[config.mk]
export PLATFORM = sky130hd
export DESIGN_NAME = maxpool2d_stream
export DESIGN_NICKNAME = d
export VERILOG_FILES = /design/src/rtl/maxpool2d_stream.sv
export SDC_FILE = /design/constraint.sdc
export NUM_CORES = 1
export LEC_CHECK = 0
export ABC_AREA = 0
export CORE_ASPECT_RATIO = 0.9
export CORE_UTILIZATION = 45
export CTS_CLUSTER_DIAMETER = 50
export DETAILED_ROUTE_END_ITERATION = 8
export PLACE_DENSITY = 0.74
export SYNTH_ARGS = -nofsm -noshare
export SYNTH_HDL_FRONTEND = slang
export SYNTH_SLANG_ARGS = --single-unit
[constraint.sdc]
create_clock -name clk -period 6.4 [get_ports clk]
set_input_delay 1.92 -clock clk [delete_from_list [all_inputs] [get_ports clk]]
set_output_delay 1.92 -clock clk [all_outputs]
set_load 0.005 [all_outputs]
[src/rtl/maxpool2d_stream.sv]
// ---------------------------------------------------------------------------
// maxpool2d_stream
//
// Streaming 2x2, stride-2 max pooling over a raster-ordered feature map.
// All channels of one pixel arrive packed in a single beat. Odd trailing
// rows/columns are dropped (floor semantics).
//
// Handshake: there is no backpressure. Every cycle with i_valid=1 is one
// accepted input pixel. o_valid is a one-cycle pulse per pooled pixel, and
// o_data is only meaningful when o_valid=1 (it holds its last value
// otherwise). o_last marks the final pooled pixel of a frame.
//
// Ports:
//   clk      in   rising-edge clock
//   rst      in   asynchronous active-high reset
//   i_data   in   input pixel, lane c at [DATA_WIDTH*c +: DATA_WIDTH]
//   i_valid  in   i_data valid this cycle
//   o_data   out  pooled pixel, same lane packing
//   o_valid  out  one-cycle pulse per pooled pixel
//   o_last   out  with o_valid on the last pooled pixel of a frame
// ---------------------------------------------------------------------------
module maxpool2d_stream #(
    parameter int DATA_WIDTH = 8,
    parameter int CHANNEL    = 4,
    parameter int IN_WIDTH   = 5,
    parameter int IN_HEIGHT  = 5
) (
    input  logic                          clk,
    input  logic                          rst,
    input  logic [DATA_WIDTH*CHANNEL-1:0] i_data,
    input  logic                          i_valid,
    output logic [DATA_WIDTH*CHANNEL-1:0] o_data,
    output logic                          o_valid,
    output logic                          o_last
);

    localparam int OUT_WIDTH  = IN_WIDTH / 2;
    localparam int OUT_HEIGHT = IN_HEIGHT / 2;
    localparam int DW         = DATA_WIDTH * CHANNEL;
    localparam int CW         = $clog2(IN_WIDTH);
    localparam int RW         = $clog2(IN_HEIGHT);
    localparam int LBW        = (OUT_WIDTH > 1) ? $clog2(OUT_WIDTH) : 1;

    localparam logic [CW-1:0] COL_MAX     = CW'(IN_WIDTH - 1);
    localparam logic [RW-1:0] ROW_MAX     = RW'(IN_HEIGHT - 1);
    localparam logic [CW-1:0] COL_WIN_MAX = CW'(2 * OUT_WIDTH - 1);
    localparam logic [RW-1:0] ROW_WIN_MAX = RW'(2 * OUT_HEIGHT - 1);

    // Lane-wise unsigned max; the result is always one of the two inputs.
    function automatic logic [DW-1:0] lane_max(input logic [DW-1:0] a,
                                               input logic [DW-1:0] b);
        logic [DW-1:0] r;
        r = '0;
        for (int c = 0; c < CHANNEL; c++) begin
            r[DATA_WIDTH*c +: DATA_WIDTH] =
                (a[DATA_WIDTH*c +: DATA_WIDTH] > b[DATA_WIDTH*c +: DATA_WIDTH]) ?
                a[DATA_WIDTH*c +: DATA_WIDTH] : b[DATA_WIDTH*c +: DATA_WIDTH];
        end
        return r;
    endfunction

    logic [CW-1:0]  col_q, col_d;
    logic [RW-1:0]  row_q, row_d;
    logic [DW-1:0]  h_q, h_d;
    logic [DW-1:0]  lb_q [OUT_WIDTH];
    logic [DW-1:0]  lb_d [OUT_WIDTH];
    logic [DW-1:0]  o_data_q, o_data_d;
    logic           o_valid_q, o_valid_d;
    logic           o_last_q, o_last_d;

    logic           in_win;
    logic [LBW-1:0] lb_idx;

    always_comb begin
        col_d     = col_q;
        row_d     = row_q;
        h_d       = h_q;
        lb_d      = lb_q;
        o_data_d  = o_data_q;
        o_valid_d = 1'b0;
        o_last_d  = 1'b0;

        in_win = (col_q <= COL_WIN_MAX) && (row_q <= ROW_WIN_MAX);
        lb_idx = LBW'(col_q >> 1);

        if (i_valid) begin
            // Raster counters; the frame wraps with no idle cycle.
            if (col_q == COL_MAX) begin
                col_d = '0;
                row_d = (row_q == ROW_MAX) ? '0 : row_q + 1'b1;
            end else begin
                col_d = col_q + 1'b1;
            end

            if (in_win) begin
                if (!col_q[0]) begin
                    // Left pixel of a horizontal pair, either row parity.
                    h_d = i_data;
                end else if (!row_q[0]) begin
                    // Top row of the window: park the pair max for the row below.
                    lb_d[lb_idx] = lane_max(h_q, i_data);
                end else begin
                    // Bottom-right pixel completes the window. lb[k] is read here
                    // before the next even row overwrites it, so no bypass needed.
                    o_data_d  = lane_max(lane_max(h_q, i_data), lb_q[lb_idx]);
                    o_valid_d = 1'b1;
                    o_last_d  = (row_q == ROW_WIN_MAX) && (col_q == COL_WIN_MAX);
                end
            end
        end
    end

    always_ff @(posedge clk or posedge rst) begin
        if (rst) begin
            col_q     <= '0;
            row_q     <= '0;
            h_q       <= '0;
            for (int k = 0; k < OUT_WIDTH; k++) begin
                lb_q[k] <= '0;
            end
            o_data_q  <= '0;
            o_valid_q <= 1'b0;
            o_last_q  <= 1'b0;
        end else begin
            col_q     <= col_d;
            row_q     <= row_d;
            h_q       <= h_d;
            lb_q      <= lb_d;
            o_data_q  <= o_data_d;
            o_valid_q <= o_valid_d;
            o_last_q  <= o_last_d;
        end
    end

    assign o_data  = o_data_q;
    assign o_valid = o_valid_q;
    assign o_last  = o_last_q;

endmodule
==> results of run 1 <==
## worst max-delay path by stage
stage | start | to | slack, ns | cells after the start
floorplan | rst | col_q[0]$_DFFE_PP0P_ | 0.84 | 1
global placement | i_data[17] | o_data[19]$_DFFE_PP0P_ | 0.50 | 15
detailed placement | i_data[17] | o_data[22]$_DFFE_PP0P_ | 0.50 | 15
CTS | i_data[17] | o_data[19]$_DFFE_PP0P_ | 0.94 | 15
global route | i_data[17] | o_data[19]$_DFFE_PP0P_ | 0.69 | 15
finish | i_data[17] | o_data[19]$_DFFE_PP0P_ | 0.93 | 15
## final cells by class
| type | count | area share, % |
|---|---|---|
| Clock inverter | 13 | 1.57 |
| Sequential cell | 136 | 37.1 |
| Multi-Input combinational cell | 512 | 43.2 |
| Timing Repair Buffer | 73 | 7.83 |
| Tap cell | 211 | 2.88 |
| Inverter | 59 | 2.47 |
| Clock buffer | 19 | 4.94 |
## metal layers
layer  part of all wire, %  routed length (um)
met5                     0                   0
met3                   3.2                 533
met1                    50                8290
met4                   1.1                 189
met2                    45                7490
## report_power, final
part	total (W)	switching, W	internal [W]
Clock	0.000981	0.000384	0.000598
Sequential	0.00152	0.000254	0.00127
Combinational	0.00244	0.00130	0.00113
Total	0.00494	0.00194	0.00300
## synth_stat cells (all sizes together), types with 13 or more instances
library cell  number
dfrtp            136
clkbuf            19
mux2              52
o211ai            22
nand3             20
a21oi             53
o21a              23
o21ai             58
nand2             57
inv               59
buf               18
nand4             13
a221o             16
a22o              16
nor2              24
nor3              14
ha                70
mux2i             30
## through the flow
stage               cells  area, um2  util (%)  power, W  setup WS, ns
finish               1023       9170      54.5   0.00494         0.935
CTS                  1023       9170      54.5   0.00497         0.940
global placement      991       8580      50.9   0.00388         0.503
global route         1023       9170      54.5   0.00537         0.695
floorplan             744       7750         -   0.00329         0.841
detailed placement    991       8580      50.9   0.00395         0.504
## cell families (layout without fill, tap and decap cells)
group	after synthesis	after routing
buf+inv	96	164
flops	136	136
compound gates	209	209
simple gates	151	151
mux	82	82
fa+ha+maj	70	70
## worst max-delay path, cell delays in order
cell and delay [ns]:
clkdlybuf4s50_1 0.47, inv_1 0.05, ha_1 0.30, nor2b_1 0.13, o211ai_1 0.19, a21oi_2 0.10
o32ai_4 0.42, mux2_2 0.44, ha_1 0.31, nand3_1 0.09, or2_2 0.27, a21oi_1 0.15
a2bb2oi_2 0.37, and2_1 0.40, a221o_1 0.21
## cells in the final DEF (no fill, tap or decap), types with 23 or more instances in the layout
cell / instances
a21oi_1: 50
ha_1: 70
inv_1: 57
o21ai_0: 53
dfrtp_1: 135
nand2_1: 57
nor2_1: 24
mux2i_1: 30
o21a_1: 23
mux2_2: 52
clkdlybuf4s50_1: 68
## state kept, by name, summed over array words and instances (netlist names)
register  cells
row_q         3
o_valid       1
o_data       32
col_q         3
o_last        1
lb_q         64
h_q          32
==> Flow_metrics.wiki, run 1 <==
{| class="wikitable"
! Metric !! Value
|-
| Outcome || finished clean
|-
| Critical path type || input port to register
|-
| Fin crit period || 5.47 ns
|-
| Routability-driven placement congestion ratio || 0.887
|-
| Reg2reg start || h_q[17]$_DFFE_PP0P_
|-
| Clock tree from TritonCTS || built
|-
| Clock network latency to the later pin of the worst-skew pair || 0.42 ns
|-
| Top area cells in the synthesized netlist || dfrtp_1, ha_1, mux2_2
|-
| Overall overflow remaining after global route || 0
|-
| Setup-violating endpoint count in the final report || 0
|-
| Flop and latch count out of synthesis || 136
|-
| Worst relative slew slack || 27.2%
|-
| Total of hold buffers inserted after clock tree synthesis || 0
|-
| Count of different cell masters after synthesis || 42
|-
| Clock-pin slew on the worst setup and hold paths || 0.06 ns
|-
| Dominant combinational cell family by area after synthesis || compound AO/OA/AOI/OAI gates
|-
| Met2 Use GR || 31.1%
|-
| Setup TNS || 0 ns
|-
| Vias in the first global route || 5477
|-
| Hold path startpoint || lb_q[3]$_DFFE_PP0P_
|-
| Number of instances on the worst hold path || 2
|-
| Maximum clock rate || 183 MHz
|-
| R2R Setup Slk || 2.56 ns
|-
| TritonCTS buffer count || 17
|-
| Critical path data arrival time || 5.82 ns
|-
| GRT Overall Usage || 20.1%
|-
| Wire length of the first global-routing pass || 27.9 mm
|-
| Number of remaining DRC errors || 0
|-
| Number of cell instances on the worst register-to-register path || 13
|-
| Maximum number of pins on one net before global-route repair || 97
|-
| Final clock skew || 0.00799 ns
|-
| Type of the most critical hold path || register to register
|-
| Height of the chip || 126 um
|-
| Final nets || 904
|-
| Peak-usage layer in the global routing report || met2
|-
| Share of the synthesized area in compound gates (AO/OA/AOI/OAI) || 18.9%
|-
| Nets in the synthesized netlist || 849
|-
| Post-synthesis cell type with the largest combined area || dfrtp_1
|-
| Endpoint of the most critical register-to-register path || o_data[19]$_DFFE_PP0P_
|-
| Iteration-0 DRC count of the detailed router || 367
|-
| Width of the chip || 140 um
|-
| Hold Worst Slack || 0.481 ns
|-
| Number of antenna cells inserted || 0
|-
| Power per unit of standard cell area || 538 nW/um2
|-
| Placeable core region || 16800 um2
|-
| Actual slew at the worst max-slew pin || 1.09 ns
|-
| Syn-to-layout area delta || 18.4%
|-
| Peak VDD IR || 0.264 mV
|-
| Syn avg cell area || 10.4 um2
|-
| Filler cells || 1419
|-
| Worst setup EP type || register
|-
| Number of enable flip-flop cells after synthesis || 0
|-
| Global-route met3 utilization || 4.08%
|-
| Die area || 17700 um2
|-
| Data required time at the worst endpoint || 6.76 ns
|-
| Number of H-tree levels || 4
|-
| Type of element launching the critical path || input port
|-
| Area taken by flip-flops and latches || 3400 um2
|-
| Number of iterations in the first detailed-routing pass || 5
|-
| Antenna violations before repair || 0
|-
| Initial core utilization || 46.0%
|-
| Largest fanout of any net on the critical path || 9
|-
| Detail Placement HPWL || 11.5 mm
|-
| Number of cell rows || 45
|-
| Input/output buffers || 68
|-
| Total via count after detailed routing || 5594
|-
| Leakage dissipation || 4.22 nW
|-
| Post-Synth Simple-Gate Area || 9.13%
|-
| Adder and majority gate portion of the synthesized area || 11.3%
|-
| Detail-routed via count per cell || 5.47
|-
| Max_cap viols || 0
|-
| Dominant register cell in the synthesized netlist || dfrtp_1
|-
| Xor and xnor area share after synthesis || 0%
|-
| Netlist Area Pre-Place || 7750 um2
|-
| Area of the multi-input gates || 3960 um2
|-
| Count of mapped cells out of synthesis || 744
|-
| Multiplexer share of the synthesized area || 11.4%
|-
| Total of warnings raised by yosys || 0
|-
| Portion of synthesized cell area occupied by the leading cell type || 43.9%
|-
| Antenna-violating nets left || 0
|-
| Clock sink total || 136
|-
| Share of synthesized registers carrying an async set or reset || 100%
|-
| Number of cells upsized or downsized after cts || 0
|-
| Unrepaired setup endpoints after global routing || false
|-
| Proportion of layout cells with a drive suffix above 1 || 13.3%
|-
| Final wirelength || 16.5 mm
|-
| Final Cycle Share || 85.4%
|-
| Share of synthesized area occupied by flip-flops and latches || 43.9%
|-
| WL per Instance || 16.1 um
|-
| # Post-CTS Setup Buffers || 0
|-
| Root cell of the clock tree || clkbuf_16
|-
| Final-report max-slew violation count || 0
|-
| IO Pins || 69
|-
| Final Hold Viols || 0
|-
| Hold Path End || lb_q[3]$_DFFE_PP0P_
|-
| Met1 usage in global routing || 28.4%
|-
| Clock buffer depth || 2
|}
(Power assumes the default switching activity.)
==> run 2, diff against run 1 <==
--- a/config.mk
+++ b/config.mk
@@ -14,3 +14,4 @@
 export SYNTH_ARGS = -nofsm -noshare
 export SYNTH_HDL_FRONTEND = slang
 export SYNTH_SLANG_ARGS = --single-unit
+export TNS_END_PERCENT = 1
==> results of run 2 <==
No change in the layout: final DEF, timing and power equal those of run 1.
==> run 3, diff against run 2 <==
--- a/config.mk
+++ b/config.mk
@@ -10,7 +10,8 @@
 export CORE_UTILIZATION = 45
 export CTS_CLUSTER_DIAMETER = 50
 export DETAILED_ROUTE_END_ITERATION = 8
-export PLACE_DENSITY = 0.74
+export PLACE_DENSITY = 0.76
+export SLEW_MARGIN = 20
 export SYNTH_ARGS = -nofsm -noshare
 export SYNTH_HDL_FRONTEND = slang
 export SYNTH_SLANG_ARGS = --single-unit
==> constraint.sdc (replaced) <==
create_clock -name clk -period 4.75 [get_ports clk]
set_input_delay 1.425 -clock clk [delete_from_list [all_inputs] [get_ports clk]]
set_output_delay 1.425 -clock clk [all_outputs]
set_load 0.005 [all_outputs]
==> Flow_metrics.wiki, run 3 (same netlist as run 1, synthesis figures left out) <==
{| class="wikitable"
! Metric !! Value
|-
| Setup crit end || o_data[20]$_DFFE_PP0P_ (was o_data[19]$_DFFE_PP0P_)
|-
| Syn-to-layout area delta || 25.6% (was 18.4%)
|-
| Clock tree from TritonCTS || built (unchanged)
|-
| Combinational power share || 52.4% (was 49.4%)
|-
| Relative contribution of the clock network to total power || 17.5% (was 19.9%)
|-
| Detail-routed via count per cell || 5.45 (was 5.47)
|-
| Maximum number of pins on one net before global-route repair || 52 (was 97)
|-
| Global-route met3 utilization || 3.44% (was 4.08%)
|-
| Sequential share of power || 30.1% (was 30.8%)
|-
| Setup-violating endpoint count in the final report || 0 (unchanged)
|-
| Max_cap viols || 0 (unchanged)
|-
| Power per unit of standard cell area || 726 nW/um2 (was 538 nW/um2)
|-
| Maximum clock rate || 214 MHz
|-
| Antenna violations before repair || 0 (unchanged)
|-
| Met1 usage in global routing || 29.6% (was 28.4%)
|-
| Max FFs per register || 64 (unchanged)
|-
| Endpoint of the most critical register-to-register path || o_data[20]$_DFFE_PP0P_ (was o_data[19]$_DFFE_PP0P_)
|-
| Placeable core region || 16800 um2 (unchanged)
|-
| Die area || 17700 um2 (unchanged)
|-
| Most used cells in the layout excluding fill and tap cells || dfrtp_1, buf_4, ha_1, clkdlybuf4s50_1 (was dfrtp_1, ha_1, clkdlybuf4s50_1, nand2_1, inv_1)
|-
| Critical path data arrival time || 4.97 ns (was 5.82 ns)
|-
| Final nets || 981 (was 904)
|-
| Data required time at the worst endpoint || 5.05 ns (was 6.76 ns)
|-
| Wire length of the first global-routing pass || 30.3 mm (was 27.9 mm)
|-
| Proportion of layout cells with a drive suffix above 1 || 20.7% (was 13.3%)
|-
| Overall overflow remaining after global route || 0 (unchanged)
|-
| Worst relative slew slack || 30.0% (was 27.2%)
|-
| Startpoint of the worst setup timing path || i_data[17] (unchanged)
|-
| Detail Placement HPWL || 12.8 mm (was 11.5 mm)
|-
| Internal Pwr Total || 0.00433 W (was 0.00300 W)
|-
| Net switching power || 0.00273 W (was 0.00194 W)
|-
| Crit path largest cell delay || 0.49 ns (was 0.47 ns)
|-
| TritonCTS buffer count || 17 (unchanged)
|-
| Final-report max-slew violation count || 0 (unchanged)
|-
| Most common cell type on the critical path || ha_1 (unchanged)
|-
| Number of iterations in the first detailed-routing pass || 4 (was 5)
|-
| Number of antenna cells inserted || 0 (unchanged)
|-
| Leakage dissipation || 4.56 nW (was 4.22 nW)
|-
| Input/output buffers || 68 (unchanged)
|-
| Peak-usage layer in the global routing report || met2 (unchanged)
|-
| Iteration-0 DRC count of the detailed router || 361 (was 367)
|-
| Number of cell rows || 45 (unchanged)
|-
| Largest fanout of any net on the critical path || 8 (was 9)
|-
| Root cell of the clock tree || clkbuf_16 (unchanged)
|-
| Total of hold buffers inserted after clock tree synthesis || 0 (unchanged)
|-
| Clock buffer depth || 2 (unchanged)
|-
| Number of remaining DRC errors || 0 (unchanged)
|-
| Crit-path cells || clkdlybuf4s50_1 -> inv_1 -> ha_1 -> nor2b_1 -> o211ai_1 -> a21oi_2 -> o32ai_4 -> mux2_2 -> ha_1 -> nand3_1 -> or2_2 -> a21oi_1 -> a2bb2oi_2 -> buf_4 -> nor3_1 -> a221o_1 (was clkdlybuf4s50_1 -> inv_1 -> ha_1 -> nor2b_1 -> o211ai_1 -> a21oi_2 -> o32ai_4 -> mux2_2 -> ha_1 -> nand3_1 -> or2_2 -> a21oi_1 -> a2bb2oi_2 -> and2_1 -> a221o_1)
|-
| Final clock skew || 0.00787 ns (was 0.00799 ns)
|-
| Final wirelength || 17.5 mm (was 16.5 mm)
|-
| R2R Setup Slk || 1.23 ns (was 2.56 ns)
|-
| Total chip power || 0.00706 W (was 0.00494 W)
|-
| Number of cell instances on the worst register-to-register path || 14 (was 13)
|-
| Met2 Use GR || 34.4% (was 31.1%)
|-
| Worst path slowest cell || clkdlybuf4s50_1 (unchanged)
|-
| # Post-CTS Setup Buffers || 0 (unchanged)
|-
| Vias in the first global route || 6077 (was 5477)
|-
| Unrepaired setup endpoints after global routing || true (was false)
|-
| Filler cells || 1385 (was 1419)
|-
| Antenna-violating nets left || 0 (unchanged)
|-
| Outcome || finished clean (unchanged)
|-
| WL per Instance || 16.0 um (was 16.1 um)
|-
| Number of H-tree levels || 4 (unchanged)
|-
| Critical path type || input port to register (unchanged)
|-
| Worst setup EP type || register (unchanged)
|-
| Number of cells upsized or downsized after cts || 0 (unchanged)
|-
| Type of the most critical hold path || register to register (unchanged)
|-
| Clock-pin slew on the worst setup and hold paths || 0.06 ns (about the same)
|-
| Register ranked first by flip-flop count || lb_q (unchanged)
|-
| Height of the chip || 126 um (unchanged)
|-
| GRT Overall Usage || 21.5% (was 20.1%)
|-
| Clock sink total || 136 (unchanged)
|-
| Clock network latency to the later pin of the worst-skew pair || 0.42 ns (about the same)
|-
| Peak VDD IR || 0.530 mV (was 0.264 mV)
|-
| Total via count after detailed routing || 5989 (was 5594)
|-
| Actual slew at the worst max-slew pin || 1.04 ns (was 1.09 ns)
|-
| Switching Share || 38.7% (was 39.3%)
|-
| Fin crit period || 4.67 ns
|-
| Commonest non-fill, non-tap cell in the layout || dfrtp_1 (unchanged)
|-
| Routability-driven placement congestion ratio || 0.891 (was 0.887)
|-
| Reg2reg start || h_q[17]$_DFFE_PP0P_ (unchanged)
|-
| Type of element launching the critical path || input port (unchanged)
|-
| Final Hold Viols || 0 (unchanged)
|-
| Width of the chip || 140 um (unchanged)
|-
| Final Cycle Share || 98.4%
|-
| IO Pins || 69 (unchanged)
|-
| Setup TNS || 0 ns (unchanged)
|-
| Initial core utilization || 46.0% (unchanged)
|}
-- run 3: power groups by stage --
stage | Combinational (W) | Clock, W | Sequential [W]
final | 0.00370 | 0.00124 | 0.00212
after CTS | 0.00369 | 0.00126 | 0.00212
after floorplan | 0.00246 | 0 | 0.00198
after global placement | 0.00352 | 0 | 0.00212
after detailed placement | 0.00365 | 0 | 0.00213
after global routing | 0.00418 | 0.00131 | 0.00220
-- run 3: area by class of cell --
type / instances / area, um2 / area share [%]
multi-input cells: 512 / 3970 / 40.8
repair buffers: 150 / 1310 / 13.5
clock buffers: 24 / 482 / 4.95
clock inverters: 7 / 70.1 / 0.720
well taps: 211 / 264 / 2.71
flip-flops and latches: 136 / 3400 / 35.0
inverters: 59 / 225 / 2.32
-- run 3: worst min path at each step --
stage	startpoint	endpoint	slack, ns	depth (start not counted)
finish	lb_q[28]$_DFFE_PP0P_	lb_q[28]$_DFFE_PP0P_	0.49	2
global route	lb_q[20]$_DFFE_PP0P_	lb_q[20]$_DFFE_PP0P_	0.52	1
CTS	lb_q[6]$_DFFE_PP0P_	lb_q[6]$_DFFE_PP0P_	0.49	2
detailed placement	lb_q[6]$_DFFE_PP0P_	lb_q[6]$_DFFE_PP0P_	0.47	2
global placement	lb_q[0]$_DFFE_PP0P_	lb_q[0]$_DFFE_PP0P_	0.46	2
floorplan	lb_q[0]$_DFFE_PP0P_	lb_q[0]$_DFFE_PP0P_	0.44	2
-- run 3: metal layers --
layer	part of all wire, %	vias to the layer above
met1	49	2892
met4	1.4	0
li1	-	2963
met3	3.5	13
met2	46	121
met5	0	-
-- run 3: worst max-delay path: cells and delay by family --
kind | cells | cell delay (ns)
AND/OR/NAND/NOR | 4 | 0.59
multiplexers | 1 | 0.40
adder cells (fa/ha/maj) | 2 | 0.60
AO/OA/AOI/OAI | 6 | 1.25
buffers and inverters | 3 | 0.72
-- run 3: stage by stage --
step / cells / hold slack [ns] / setup WS (ns) / cell area [um2] / util [%]
finish: 1099 / 0.487 / 0.0766 / 9730 / 57.8
global route: 1099 / 0.517 / -0.0739 / 9730 / 57.8
CTS: 1099 / 0.486 / 0.0976 / 9720 / 57.7
detailed placement: 1068 / 0.473 / -0.319 / 9170 / 54.4
global placement: 1068 / 0.457 / -0.222 / 9170 / 54.4
floorplan: 744 / 0.444 / 0.197 / 7750 / -
